`config.mk`:
```
export PLATFORM = sky130hd
export DESIGN_NAME = interval_timing_monitor
export DESIGN_NICKNAME = d
export VERILOG_FILES = /design/src/rtl/interval_timing_monitor.sv
export SDC_FILE = /design/constraint.sdc
export NUM_CORES = 1
export LEC_CHECK = 0
export ABC_AREA = 1
export CAP_MARGIN = 20
export CORE_MARGIN = 5
export CORE_UTILIZATION = 57
export CTS_CLUSTER_SIZE = 40
export DETAILED_ROUTE_END_ITERATION = 10
export PLACE_DENSITY = 0.82
export REMOVE_ABC_BUFFERS = 1
export SLEW_MARGIN = 20
export SYNTH_ARGS = -nofsm -noshare
export SYNTH_HDL_FRONTEND = slang
export SYNTH_SLANG_ARGS = --single-unit
```
`constraint.sdc`:
```
create_clock -name clock -period 4.78 [get_ports clock]
set_input_delay 0.956 -clock clock [delete_from_list [all_inputs] [get_ports clock]]
set_output_delay 0.956 -clock clock [all_outputs]
set_load 0.03 [all_outputs]
```
`src/rtl/interval_timing_monitor.sv`:
```
// Multi-channel start-to-stop interval checker with runtime min/max limits,
// sticky violation flags, timeout pulses and a saturating global error count.
//
// state  | meaning
// IDLE   | waiting for a start event
// TIMING | counting cycles since the last start event
module interval_timing_monitor #(
  parameter int CHANNELS  = 4,
  parameter int CNT_WIDTH = 16,
  parameter int ERR_WIDTH = 8
) (
  input  logic                          clock,
  input  logic                          reset_n,
  input  logic [CHANNELS-1:0]           enable,
  input  logic [CHANNELS-1:0]           start,
  input  logic [CHANNELS-1:0]           stop,
  input  logic [CNT_WIDTH-1:0]          min_limit,
  input  logic [CNT_WIDTH-1:0]          max_limit,
  input  logic                          clear_err,
  output logic [CHANNELS-1:0]           busy,
  output logic [CHANNELS-1:0]           meas_valid,
  output logic [CHANNELS*CNT_WIDTH-1:0] meas_value,
  output logic [CHANNELS-1:0]           min_err,
  output logic [CHANNELS-1:0]           max_err,
  output logic [CHANNELS-1:0]           timeout,
  output logic [ERR_WIDTH-1:0]          error_count
);

  typedef enum logic {IDLE = 1'b0, TIMING = 1'b1} state_e;

  localparam logic [CNT_WIDTH-1:0] CNT_ONE = CNT_WIDTH'(1);
  localparam int SUM_W = ERR_WIDTH + 7;
  localparam logic [SUM_W-1:0] ERR_MAX = {{7{1'b0}}, {ERR_WIDTH{1'b1}}};

  logic [CHANNELS-1:0] start_prev_q, stop_prev_q;
  logic [CHANNELS-1:0] min_set, tout_set;
  logic [CHANNELS-1:0] min_err_q, min_err_d, max_err_q, max_err_d;
  logic [ERR_WIDTH-1:0] err_cnt_q, err_cnt_d;

  // History registers run regardless of enable so enabling never fakes an edge.
  always_ff @(posedge clock or negedge reset_n) begin
    if (!reset_n) begin
      start_prev_q <= '0;
      stop_prev_q  <= '0;
    end else begin
      start_prev_q <= start;
      stop_prev_q  <= stop;
    end
  end

  for (genvar g = 0; g < CHANNELS; g++) begin : g_ch
    state_e               state_q, state_d;
    logic [CNT_WIDTH-1:0] count_q, count_d;
    logic [CNT_WIDTH-1:0] meas_q, meas_d;
    logic                 valid_q, valid_d;
    logic                 tout_q, tout_d;
    logic                 min_viol;
    logic                 start_ev, stop_ev;

    assign start_ev = start[g] & ~start_prev_q[g];
    assign stop_ev  = stop[g] & ~stop_prev_q[g];

    always_ff @(posedge clock or negedge reset_n) begin
      if (!reset_n) begin
        state_q <= IDLE;
        count_q <= '0;
        meas_q  <= '0;
        valid_q <= 1'b0;
        tout_q  <= 1'b0;
      end else begin
        state_q <= state_d;
        count_q <= count_d;
        meas_q  <= meas_d;
        valid_q <= valid_d;
        tout_q  <= tout_d;
      end
    end

    always_comb begin
      state_d  = state_q;
      count_d  = count_q;
      meas_d   = meas_q;
      valid_d  = 1'b0;
      tout_d   = 1'b0;
      min_viol = 1'b0;
      if (!enable[g]) begin
        state_d = IDLE;
        count_d = '0;
      end else begin
        case (state_q)
          IDLE: begin
            if (start_ev) begin
              state_d = TIMING;
              count_d = CNT_ONE;
            end
          end
          TIMING: begin
            if (stop_ev) begin
              meas_d   = count_q;
              valid_d  = 1'b1;
              min_viol = (min_limit != '0) && (count_q < min_limit);
              if (start_ev) begin
                count_d = CNT_ONE;
              end else begin
                state_d = IDLE;
                count_d = '0;
              end
            end else if ((max_limit != '0) && (count_q == max_limit)) begin
              // Equality only: lowering max_limit below a running count never fires.
              tout_d  = 1'b1;
              state_d = IDLE;
              count_d = '0;
            end else if (start_ev) begin
              count_d = CNT_ONE;
            end else if (count_q != '1) begin
              count_d = count_q + CNT_ONE;
            end
          end
          default: begin
            state_d = IDLE;
            count_d = '0;
          end
        endcase
      end
    end

    assign min_set[g]                              = min_viol;
    assign tout_set[g]                             = tout_d;
    assign busy[g]                                 = (state_q == TIMING);
    assign meas_valid[g]                           = valid_q;
    assign timeout[g]                              = tout_q;
    assign meas_value[g*CNT_WIDTH +: CNT_WIDTH]    = meas_q;
  end

  logic [SUM_W-1:0] err_inc, err_base, err_sum;

  always_comb begin
    err_inc = '0;
    for (int i = 0; i < CHANNELS; i++) begin
      err_inc = err_inc + SUM_W'(min_set[i]) + SUM_W'(tout_set[i]);
    end
    err_base  = clear_err ? '0 : SUM_W'(err_cnt_q);
    err_sum   = err_base + err_inc;
    err_cnt_d = (err_sum > ERR_MAX) ? {ERR_WIDTH{1'b1}} : err_sum[ERR_WIDTH-1:0];
    min_err_d = (clear_err ? '0 : min_err_q) | min_set;
    max_err_d = (clear_err ? '0 : max_err_q) | tout_set;
  end

  always_ff @(posedge clock or negedge reset_n) begin
    if (!reset_n) begin
      min_err_q <= '0;
      max_err_q <= '0;
      err_cnt_q <= '0;
    end else begin
      min_err_q <= min_err_d;
      max_err_q <= max_err_d;
      err_cnt_q <= err_cnt_d;
    end
  end

  assign min_err     = min_err_q;
  assign max_err     = max_err_q;
  assign error_count = err_cnt_q;

endmodule

```
# Word-level counts from Yosys, hierarchy flattened
# Cells that the tools add are included.
# classes
magnitude_cmp	5
addsub	12
n_reduce_logical	18
eq_ne	16
mux	96
bitwise	22
# ops
cell	count
2-to-1 mux 16 bit	24
one-hot mux 16 bit (2 select lines)	4
adder 16 x 1 -> 16 bit, second input constant	4
== test 16 bit	4
less-than comparator 16 bit	4
!= test 16 bit, second input constant	4
2-to-1 mux 1 bit	60
nonzero test 16 bit	2
!= test 6 x 2 -> 1 bit, second input constant	4
2-to-1 mux 8 bit	2
!= test 3 bit, second input constant	4
inverter 1 bit	12
AND reduction 3 bit	4
adder 8 x 8 -> 9 bit	1
greater-than comparator 9 x 8 -> 1 bit, second input constant	1
adder 7 x 1 -> 8 bit	1
AND 1 bit	8
logical AND 1 bit	8
2-to-1 mux 4 bit	2
OR 4 bit	2
one-hot mux 1 bit (2 select lines)	4
AND reduction 2 bit	4
adder 6 x 1 -> 7 bit	1
adder 5 x 1 -> 6 bit	1
4 further kinds	4
# word_totals
register_bits	164
out_inout_bits	92
inputBits	47

# Depth between registers and ports, before layout
# Gate-level depths: netlist of the first run.
# depth
ltp_word	16
ltp_mapped	22
depth_no_buf	22

# Worst setup path after synthesis of the first run
# Ideal clock, no wire load.
# synth_timing
path_type	input -> register
startpoint	input port max_limit[13]
endpoint	register err_cnt_q[7] (netlist: error_count[7])
required_ns	4.693
path_slack_ns	-0.160
cell_stages	21
t_arrival_ns	4.853
setup_time_ns	0.087
path_buffers	2
cell_sequence	buf_2 inv_1 nand4_1 nor2_1 nand2_2 buf_6 nand4_1 nor2_1 nand4_1 fa_1 fa_1 fa_1 fa_1 fa_1 nor2_1 o21ai_0 nand2_1 nand3_1 nor2_1 nand2_1 o211ai_1
# synth_between
elab_chain_cells	16
elab_cells_between_ends	35
cone_classes	8 x add/sub; 1 x order compare; 4 x eq/ne; 17 x mux; 5 x reduce/logical
# synth_lines
element	line_no	rtl
from (decl)	18	input logic [CNT_WIDTH-1:0] max_limit,
== test 16 bit or nonzero test 16 bit (tied branches)	108	end else if ((max_limit != '0) && (count_q == max_limit)) begin
logical AND 1 bit	108	
2-to-1 mux 1 bit	108	
2-to-1 mux 1 bit	98	if (stop_ev) begin
2-to-1 mux 1 bit	90	case (state_q)
2-to-1 mux 1 bit	86	if (!enable[g]) begin
adder 1 x 1 -> 2 bit	140	err_inc = err_inc + SUM_W'(min_set[i]) + SUM_W'(tout_set[i]);
adder 2 x 1 -> 3 bit	140	
adder 3 x 1 -> 4 bit	140	
adder 4 x 1 -> 5 bit	140	
adder 5 x 1 -> 6 bit	140	
adder 6 x 1 -> 7 bit	140	
adder 7 x 1 -> 8 bit *	140	
adder 8 x 8 -> 9 bit *	143	err_sum = err_base + err_inc;
greater-than comparator 9 x 8 -> 1 bit	144	err_cnt_d = (err_sum > ERR_MAX) ? {ERR_WIDTH{1'b1}} : err_sum[ERR_WIDTH-1:0];
2-to-1 mux 8 bit *	144	
named net err_cnt_d[7]	38	logic [ERR_WIDTH-1:0] err_cnt_q, err_cnt_d;
to (signal assigned)	157	err_cnt_q <= err_cnt_d;
to (decl)	38	
# Mark *: on every way through the listed nets, which the timed path passes. The rest lies on a longest branch.
# A chain may end at the register's enable or synchronous reset.

# Final worst setup path of the first run
# layout_timing
startpoint	input port min_limit[9]
endpoint	register err_cnt_q[6] (netlist: error_count[6])
# layout_between
elab_chain_cells	15
elab_cells_between_ends	31
cone_classes	8 x add/sub; 5 x order compare; 13 x mux; 5 x reduce/logical
# layout_lines
element	line_no	rtl
from (decl)	17	input logic [CNT_WIDTH-1:0] min_limit,
less-than comparator 16 bit or nonzero test 16 bit (tied branches)	101	min_viol = (min_limit != '0) && (count_q < min_limit);
logical AND 1 bit	101	
2-to-1 mux 1 bit	98	
2-to-1 mux 1 bit	90	
2-to-1 mux 1 bit	86	
adder 1 x 1 -> 2 bit	140	
adder 2 x 1 -> 3 bit	140	
adder 3 x 1 -> 4 bit	140	
adder 4 x 1 -> 5 bit	140	
adder 5 x 1 -> 6 bit	140	
adder 6 x 1 -> 7 bit *	140	
adder 7 x 1 -> 8 bit *	140	
adder 8 x 8 -> 9 bit *	143	
greater-than comparator 9 x 8 -> 1 bit	144	
2-to-1 mux 8 bit *	144	
named net err_cnt_d[6]	38	
# Marked as above.

==> reports/qor.txt, run 1 <==
run status: finished with violations
violations in the final reports: negative setup slack
instance count of the mapped netlist: 1602
grt ovf: 0
maximum number of pins on one net before global-route repair: 92
minimum hold slack: 0.486 ns
warnings from Yosys: 0
number of DRC violations after detailed-routing iteration 0: 1167
Routability Congestion: 1.06
peak ir drop on the vdd network: 260 uV
area share of fa/ha/maj cells after synthesis: 8.65%
Post-route DRC: 0
Initial Utilization: 58.0%
Setup crit start kind: input port
buffer cell driving the clock tree root: sky130_fd_sc_hd__clkbuf_16
number of setup violations in the final report: 8
clock latency on the worst-skew pair: 0.45 ns
final clock period utilization by the worst path: 105%
time the worst path needs with I/O delays and setup: 5.01 ns
clk buf depth: 2
type of the worst setup path: in2reg
setup repair after global routing missed its margin: true
summed instance area of the synthesized netlist: 0.0113 mm^2
placed cell areas: 0.0137 mm^2
average cell area after synthesis: 7.05 um^2
H-Tree Level Count: 4
grt met2 use: 58.1%
antenna violations before repair: 0
proportion of synthesized chip area in sequential cells: 36.4%
Buffers on Ports: 138
GR Util All Layers: 36.4%
Filler Cell Count: 1522
first-pass detailed-route iteration total: 5
final design instance area without fill: 0.0148 mm^2
top_reg_cell synth: sky130_fd_sc_hd__dfrtp_1
power density over cell area: 224 mW/mm^2
met1 usage in global routing: 48.9%
die width: 151 um
total number of vias: 12.4k
vertical die dimension: 151 um
Fin. Hold Viols: 0
actual slew at the worst max-slew pin: 0.954 ns
number of antenna cells inserted: 0
Combinational Power Share: 14.9%
drt via density: 5.82
type of the most critical hold path: in2async
data arrival time of the critical path: 5.34 ns
clk sink count: 164
net switching power figure: 986 uW
share of total power in the clock network: 42.1%
TritonCTS clock tree: yes
clock input transition at the sequential cells of the worst setup and hold paths: 0.08 ns
max_cap viols: 0
global-route wire length before repair: 63700 um
Switching Fraction: 29.7%
synthesized-area fraction occupied by and/or/nand/nor cells: 35.7%
Layout Utilization: 76.2%
post-layout net count: 1979
maximum clock rate: 200 MHz
fraction of layout cells with a size suffix above 1: 18.6%
slew margin rel.: 36.2%
number of ports placed on the die boundary: 139
leakage power: 0.00708 uW
multiplexer area fraction after synthesis: 0%
XOR/XNOR share of the synthesized area: 2.33%
sum of net half-perimeters after detailed placement: 30500 um
count of hold-fix buffers inserted at cts: 0
Layout Skew: 0.0203 ns
number of global-route vias before repair: 11.6k
Core Region: 0.0195 mm^2
die area: 0.0227 mm^2
post-detailed-routing wire length: 41600 um
sequential share of power: 43.0%
max-slew violation total from the final report: 0
number of synthesized register bits: 164
layout-stage area growth over the synthesis result: 31.3%
average detailed-routed wire length per instance: 19.5 um
Req. time, crit path: 5.12 ns
Rows: 51
worst-case setup margin in the final layout: -0.225 ns
main combinational cell family by area after synthesis: simple AND/OR/NAND/NOR gates
Worst R2R Setup Slack: 0.02 ns
layer carrying the most global-route usage: met2
GR met3 Demand/Resource: 7.16%
ys async rst share: 100%
design internal power: 2340 uW
post-synthesis cell type count: 42
biggest fanout along the worst timing path: 4
antenna viol nets, final: 0
number of enable-type register cells in the synthesized netlist: 0
setup TNS after final layout: -1.47 ns
cts bufs inserted: 17
nature of the critical path endpoint: flop
fraction of the mapped netlist area in compound gates: 8.67%
## worst max-delay path, stage by stage
cell,delay [ns]
sky130_fd_sc_hd__clkdlybuf4s15_1,0.19
sky130_fd_sc_hd__inv_2,0.14
sky130_fd_sc_hd__ha_4,0.23
sky130_fd_sc_hd__a21oi_2,0.17
sky130_fd_sc_hd__nand3b_1,0.15
sky130_fd_sc_hd__a21oi_2,0.06
sky130_fd_sc_hd__nor2_1,0.16
sky130_fd_sc_hd__nand2_1,0.14
sky130_fd_sc_hd__fa_1,0.54
sky130_fd_sc_hd__fa_1,0.45
sky130_fd_sc_hd__fa_1,0.53
sky130_fd_sc_hd__fa_2,0.44
sky130_fd_sc_hd__fa_2,0.45
sky130_fd_sc_hd__nor2_4,0.13
sky130_fd_sc_hd__o21ai_2,0.06
sky130_fd_sc_hd__nand2_1,0.10
sky130_fd_sc_hd__nand3_2,0.09
sky130_fd_sc_hd__nor2_4,0.15
sky130_fd_sc_hd__buf_4,0.12
sky130_fd_sc_hd__o21ai_1,0.06
## logic make-up (layout without fill, tap and decap cells)
logic type      count (synthesis)  after routing
simple gates                  927            927
fa+ha+maj                      75             75
compound gates                182            182
buf+inv                       224            492
flops                         164            164
xor+xnor                       30             30
## power by group through the flow
stage / logic (uW) / clock network (uW) / registers [uW]
floorplan: 166 / 0 / 1480
global placement: 454 / 0 / 1450
detailed placement: 461 / 0 / 1450
CTS: 471 / 1400 / 1430
global route: 530 / 1460 / 1430
finish: 495 / 1400 / 1430
## cell usage after synthesis, types with 21 or more instances
| master | n | area (um^2) |
|---|---|---|
| sky130_fd_sc_hd__a21oi_1 | 39 | 195 |
| sky130_fd_sc_hd__clkbuf_1 | 27 | 101 |
| sky130_fd_sc_hd__dfrtp_1 | 164 | 4100 |
| sky130_fd_sc_hd__ha_1 | 70 | 876 |
| sky130_fd_sc_hd__inv_1 | 150 | 563 |
| sky130_fd_sc_hd__inv_2 | 21 | 78.8 |
| sky130_fd_sc_hd__nand2_1 | 538 | 2020 |
| sky130_fd_sc_hd__nand3_1 | 43 | 215 |
| sky130_fd_sc_hd__nand4_1 | 88 | 551 |
| sky130_fd_sc_hd__nor2_1 | 185 | 694 |
| sky130_fd_sc_hd__o21ai_0 | 106 | 531 |
| sky130_fd_sc_hd__xor2_1 | 29 | 254 |
## per-layer routing
metal  wire, um  part of all wire (%)  vias to the layer above
li1           -                     -                     5722
met1      16300                    39                     5758
met2      18800                    45                      783
met3       4530                    11                      153
met4       2070                   5.0                        0
met5          0                     0                        -
## per-stage QoR
stage	std cells	setup WS [ns]	power [uW]
global route	2135	-0.283	3420
CTS	2128	-0.00835	3300
finish	2135	-0.225	3320
detailed placement	2089	-1.17	1910
floorplan	1550	-0.123	1650
global placement	2089	-1.00	1910
## final timing paths
check / from / endpoint / cells after the start
worst max-delay path: min_limit[9] / error_count[6] / 20
worst min-delay path: reset_n / start_prev_q[0] / 1
worst max register to register: g_ch[0].count_q[9] / error_count[6] / 19
worst min register to register: g_ch[1].meas_q[10] / g_ch[1].meas_q[10] / 2
max in group asynchronous: reset_n / g_ch[2].count_q[10] / 2
min in group clock: g_ch[1].meas_q[10] / g_ch[1].meas_q[10] / 2
## placed cells by master, fill, tap and decap left out, types with 4 or more instances in the layout
cell / instances
sky130_fd_sc_hd__a21oi_1: 30
sky130_fd_sc_hd__a21oi_2: 8
sky130_fd_sc_hd__buf_4: 142
sky130_fd_sc_hd__buf_6: 8
sky130_fd_sc_hd__clkbuf_16: 17
sky130_fd_sc_hd__clkbuf_2: 17
sky130_fd_sc_hd__clkdlybuf4s15_1: 8
sky130_fd_sc_hd__clkdlybuf4s50_1: 102
sky130_fd_sc_hd__dfrtp_1: 164
sky130_fd_sc_hd__dlygate4sd2_1: 5
sky130_fd_sc_hd__ha_1: 48
sky130_fd_sc_hd__ha_4: 20
sky130_fd_sc_hd__inv_1: 129
sky130_fd_sc_hd__inv_2: 38
sky130_fd_sc_hd__inv_4: 4
sky130_fd_sc_hd__inv_6: 4
sky130_fd_sc_hd__nand2_1: 532
sky130_fd_sc_hd__nand2_2: 8
sky130_fd_sc_hd__nand2_4: 4
sky130_fd_sc_hd__nand3_1: 40
sky130_fd_sc_hd__nand3_2: 12
sky130_fd_sc_hd__nand3b_1: 4
sky130_fd_sc_hd__nand4_1: 88
sky130_fd_sc_hd__nor2_1: 175
sky130_fd_sc_hd__nor2_2: 11
sky130_fd_sc_hd__nor2_4: 5
sky130_fd_sc_hd__nor3_1: 17
sky130_fd_sc_hd__nor3_2: 4
sky130_fd_sc_hd__nor3b_1: 6
sky130_fd_sc_hd__nor4_1: 10
sky130_fd_sc_hd__o211ai_1: 4
sky130_fd_sc_hd__o21ai_0: 101
sky130_fd_sc_hd__o21ai_1: 19
sky130_fd_sc_hd__o21ai_2: 9
sky130_fd_sc_hd__xor2_1: 29
## layout make-up
| cell class | instances | area [um^2] | area share (%) |
|---|---|---|---|
| well taps | 265 | 332 | 2.24 |
| clock buffers | 18 | 439 | 2.96 |
| flip-flops and latches | 164 | 4100 | 27.7 |
| inverters | 172 | 668 | 4.51 |
| clock inverters | 14 | 143 | 0.962 |
| multi-input cells | 1214 | 6690 | 45.1 |
| repair buffers | 288 | 2450 | 16.6 |
## flip-flops by register name (all words and copies together), names as in the netlist
name and cells:
g_ch.meas_q 64, max_err 4, g_ch.count_q 64, g_ch.state_q 4, min_err 4, error_count 8
stop_prev_q 4, start_prev_q 4, g_ch.tout_q 4, g_ch.valid_q 4
## timing repair
item / 4_1_cts / 5_1_grt
gates resized for setup: 111 / 91
pin swaps: 19 / 49
buffers inserted: 7 / 8
endpoints found under the setup margin: 8 / 8
Note: power is estimated with default switching activity, not from simulation.
==> run 2: changes to the inputs <==
- CORE_MARGIN: 5 -> unset
==> run 2 against run 1 <==
Effect of this change:
- the run still ends with negative setup slack left
- global-route usage grew 4.9 points
- critical path depth down 1
- cell area up 0.65%
- non-clock buffer count up 27
- maximum frequency decreased by 1.3%
- highest routed layer unchanged
- clock skew decreased by 0.0090 ns
==> reports/qor.txt, run 2 (synthesis gave the netlist of run 1 again) <==
run status: finished with violations (unchanged)
violations in the final reports: negative setup slack (unchanged)
Post-Layout Cell Count: 2162 (was 2135)
slew margin rel.: 29.4% (was 36.2%)
Initial Utilization: 58.0% (unchanged)
power density over cell area: 221 mW/mm^2 (was 224 mW/mm^2)
Core Region: 0.0195 mm^2 (unchanged)
layout-stage area growth over the synthesis result: 32.2% (was 31.3%)
antenna violations before repair: 0 (unchanged)
die area: 0.0204 mm^2 (was 0.0227 mm^2)
average detailed-routed wire length per instance: 19.4 um (was 19.5 um)
GR Util All Layers: 41.3% (was 36.4%)
post-layout net count: 2006 (was 1979)
reg2reg end: error_count[7] (was error_count[6])
grt ovf: 0 (unchanged)
clk sink count: 164 (unchanged)
placed cell areas: 0.0137 mm^2 (about the same)
most frequent cells in the layout: sky130_fd_sc_hd__nand2_1, sky130_fd_sc_hd__nor2_1, sky130_fd_sc_hd__buf_4 (was sky130_fd_sc_hd__nand2_1, sky130_fd_sc_hd__nor2_1, sky130_fd_sc_hd__dfrtp_1)
number of DRC violations after detailed-routing iteration 0: 1541 (was 1167)
time the worst path needs with I/O delays and setup: 5.07 ns (was 5.01 ns)
maximum number of pins on one net before global-route repair: 89 (was 92)
Worst R2R Setup Slack: -0.15 ns (was 0.02 ns)
actual slew at the worst max-slew pin: 1.05 ns (was 0.954 ns)
Layout Utilization: 76.7% (was 76.2%)
net switching power figure: 950 uW (was 986 uW)
endpoint of the worst hold-timing path: g_ch[3].meas_q[11]
share of total power in the clock network: 41.6% (was 42.1%)
sequential share of power: 43.4% (was 43.0%)
cell total after placement: 2086 (was 2089)
number of global-route vias before repair: 11.5k (was 11.6k)
R2R cell count: 18 (was 19)
antenna viol nets, final: 0 (unchanged)
buffer cell driving the clock tree root: sky130_fd_sc_hd__clkbuf_16 (unchanged)
H-Tree Level Count: 4 (unchanged)
Combinational Power Share: 15.0% (was 14.9%)
Buffers on Ports: 138 (unchanged)
biggest fanout along the worst timing path: 8 (was 4)
design internal power: 2340 uW (about the same)
peak ir drop on the vdd network: 246 uV (was 260 uV)
max-slew violation total from the final report: 0 (unchanged)
Post-route DRC: 0 (unchanged)
number of antenna cells inserted: 0 (unchanged)
total number of vias: 12.7k (was 12.4k)
clock latency on the worst-skew pair: 0.44 ns (was 0.45 ns)
clk buf depth: 2 (unchanged)
clock input transition at the sequential cells of the worst setup and hold paths: 0.07 ns (was 0.08 ns)
post-detailed-routing wire length: 41900 um (was 41600 um)
drt via density: 5.88 (was 5.82)
sum of net half-perimeters after detailed placement: 29600 um (was 30500 um)
most common library cell in the layout ignoring fill and taps: sky130_fd_sc_hd__nand2_1 (unchanged)
leakage power: 0.00721 uW (was 0.00708 uW)
Rows: 51 (unchanged)
die width: 143 um (was 151 um)
number of setup violations in the final report: 9 (was 8)
max_cap viols: 0 (unchanged)
vertical die dimension: 143 um (was 151 um)
maximum clock rate: 197 MHz (was 200 MHz)
Filler Cell Count: 1459 (was 1522)
number of ports placed on the die boundary: 139 (unchanged)
fraction of layout cells with a size suffix above 1: 19.0% (was 18.6%)
Req. time, crit path: 5.13 ns (was 5.12 ns)
global-route wire length before repair: 63100 um (was 63700 um)
startpoint of the most critical register-to-register path: g_ch[0].count_q[1] (was g_ch[0].count_q[9])
Layout Skew: 0.0113 ns (was 0.0203 ns)
Multi-input gate area: 0.00659 mm^2 (was 0.00669 mm^2)
Power Total: 3290 uW (was 3320 uW)
data arrival time of the critical path: 5.42 ns (was 5.34 ns)
Switching Fraction: 28.9% (was 29.7%)
nature of the critical path endpoint: flop (unchanged)
Setup crit start kind: input port (unchanged)
TritonCTS clock tree: yes (unchanged)
startpoint of the lowest-slack hold path: g_ch[3].meas_q[11]
type of the most critical hold path: reg2reg (was in2async)
Routability Congestion: 1.01 (was 1.06)
final design instance area without fill: 0.0149 mm^2 (was 0.0148 mm^2)
flip-flop and latch area: 0.00411 mm^2 (was 0.00410 mm^2)
setup TNS after final layout: -2.15 ns (was -1.47 ns)
first-pass detailed-route iteration total: 8 (was 5)
Fin. Hold Viols: 0 (unchanged)
type of the worst setup path: in2reg (unchanged)
worst-case setup margin in the final layout: -0.289 ns (was -0.225 ns)
final clock period utilization by the worst path: 106% (was 105%)
setup repair after global routing missed its margin: true (unchanged)
Hold Path Stages: 2
cts bufs inserted: 17 (unchanged)
## run 2: cell types whose count changed in the layout (fill, tap and decap cells not counted), sizes merged
cell,change
clkinvlp,+2
inv,-2
clkdlybuf4s50,-1
clkbuf,+4
dlymetal6s2s,+1
clkdlybuf4s15,-4
clkinv,-2
buf,+25
dlygate4sd2,+4
## run 2: power by group through the flow
stage | Clock (uW) | Sequential [uW] | Combinational, uW
floorplan | 0 | 1480 | 166
global placement | 0 | 1450 | 447
detailed placement | 0 | 1450 | 454
CTS | 1370 | 1430 | 463
global route | 1430 | 1430 | 529
finish | 1370 | 1430 | 496
## run 2: final cells by class
class / count / area share (%)
Clock buffer: 20 / 3.06
Clock inverter: 12 / 0.797
Inverter: 172 / 4.41
Multi-Input combinational cell: 1214 / 44.2
Sequential cell: 164 / 27.5
Tap cell: 265 / 2.22
Timing Repair Buffer: 315 / 17.8
## run 2: worst max path at each step
stage	from	to	slack [ns]
final	min_limit[4]	error_count[7]	-0.29
after global routing	min_limit[11]	error_count[7]	-0.35
after CTS	min_limit[5]	error_count[7]	0.003
after detailed placement	min_limit[1]	error_count[7]	-1.08
after global placement	min_limit[1]	error_count[7]	-0.90
after floorplan	min_limit[1]	error_count[7]	-0.12
## run 2: repair_timing
action | in CTS | in global routing
setup endpoints to repair | 8 | 9
hold endpoints to repair | 0 | 0
gates resized for setup | 80 | 97
hold buffers | 0 | 0
pin swaps | 23 | 35
setup buffers | 32 | 13
## run 2: critical path: stages
cell and delay [ns]:
sky130_fd_sc_hd__dlygate4sd2_1 0.28, sky130_fd_sc_hd__inv_2 0.09, sky130_fd_sc_hd__ha_1 0.21, sky130_fd_sc_hd__a21oi_1 0.17, sky130_fd_sc_hd__o21ai_0 0.13, sky130_fd_sc_hd__o21ai_1 0.21
sky130_fd_sc_hd__nand2_1 0.17, sky130_fd_sc_hd__fa_2 0.61, sky130_fd_sc_hd__fa_1 0.46, sky130_fd_sc_hd__fa_1 0.51, sky130_fd_sc_hd__fa_2 0.43, sky130_fd_sc_hd__fa_2 0.44
sky130_fd_sc_hd__nor2_4 0.16, sky130_fd_sc_hd__o21ai_2 0.07, sky130_fd_sc_hd__nand2_2 0.08, sky130_fd_sc_hd__nand3_2 0.08, sky130_fd_sc_hd__nor2_4 0.15, sky130_fd_sc_hd__nand2_4 0.10
sky130_fd_sc_hd__o211ai_1 0.11
## run 2: metal layers
metal / up-vias / routed length (um) / track usage, %
met1: 5821 / 16100 / 53.9
met5: - / 0 / 0
li1: 5784 / - / -
met3: 227 / 4570 / 8.38
met2: 883 / 18500 / 64.5
met4: 0 / 2720 / 21.8
## run 2: per-stage QoR
step                      worst slack [ns]  hold WS [ns]
after floorplan                     -0.123         0.518
after global placement              -0.898         0.465
after detailed placement             -1.08         0.464
after CTS                          0.00291         0.488
after global routing                -0.352         0.501
final                               -0.289         0.482
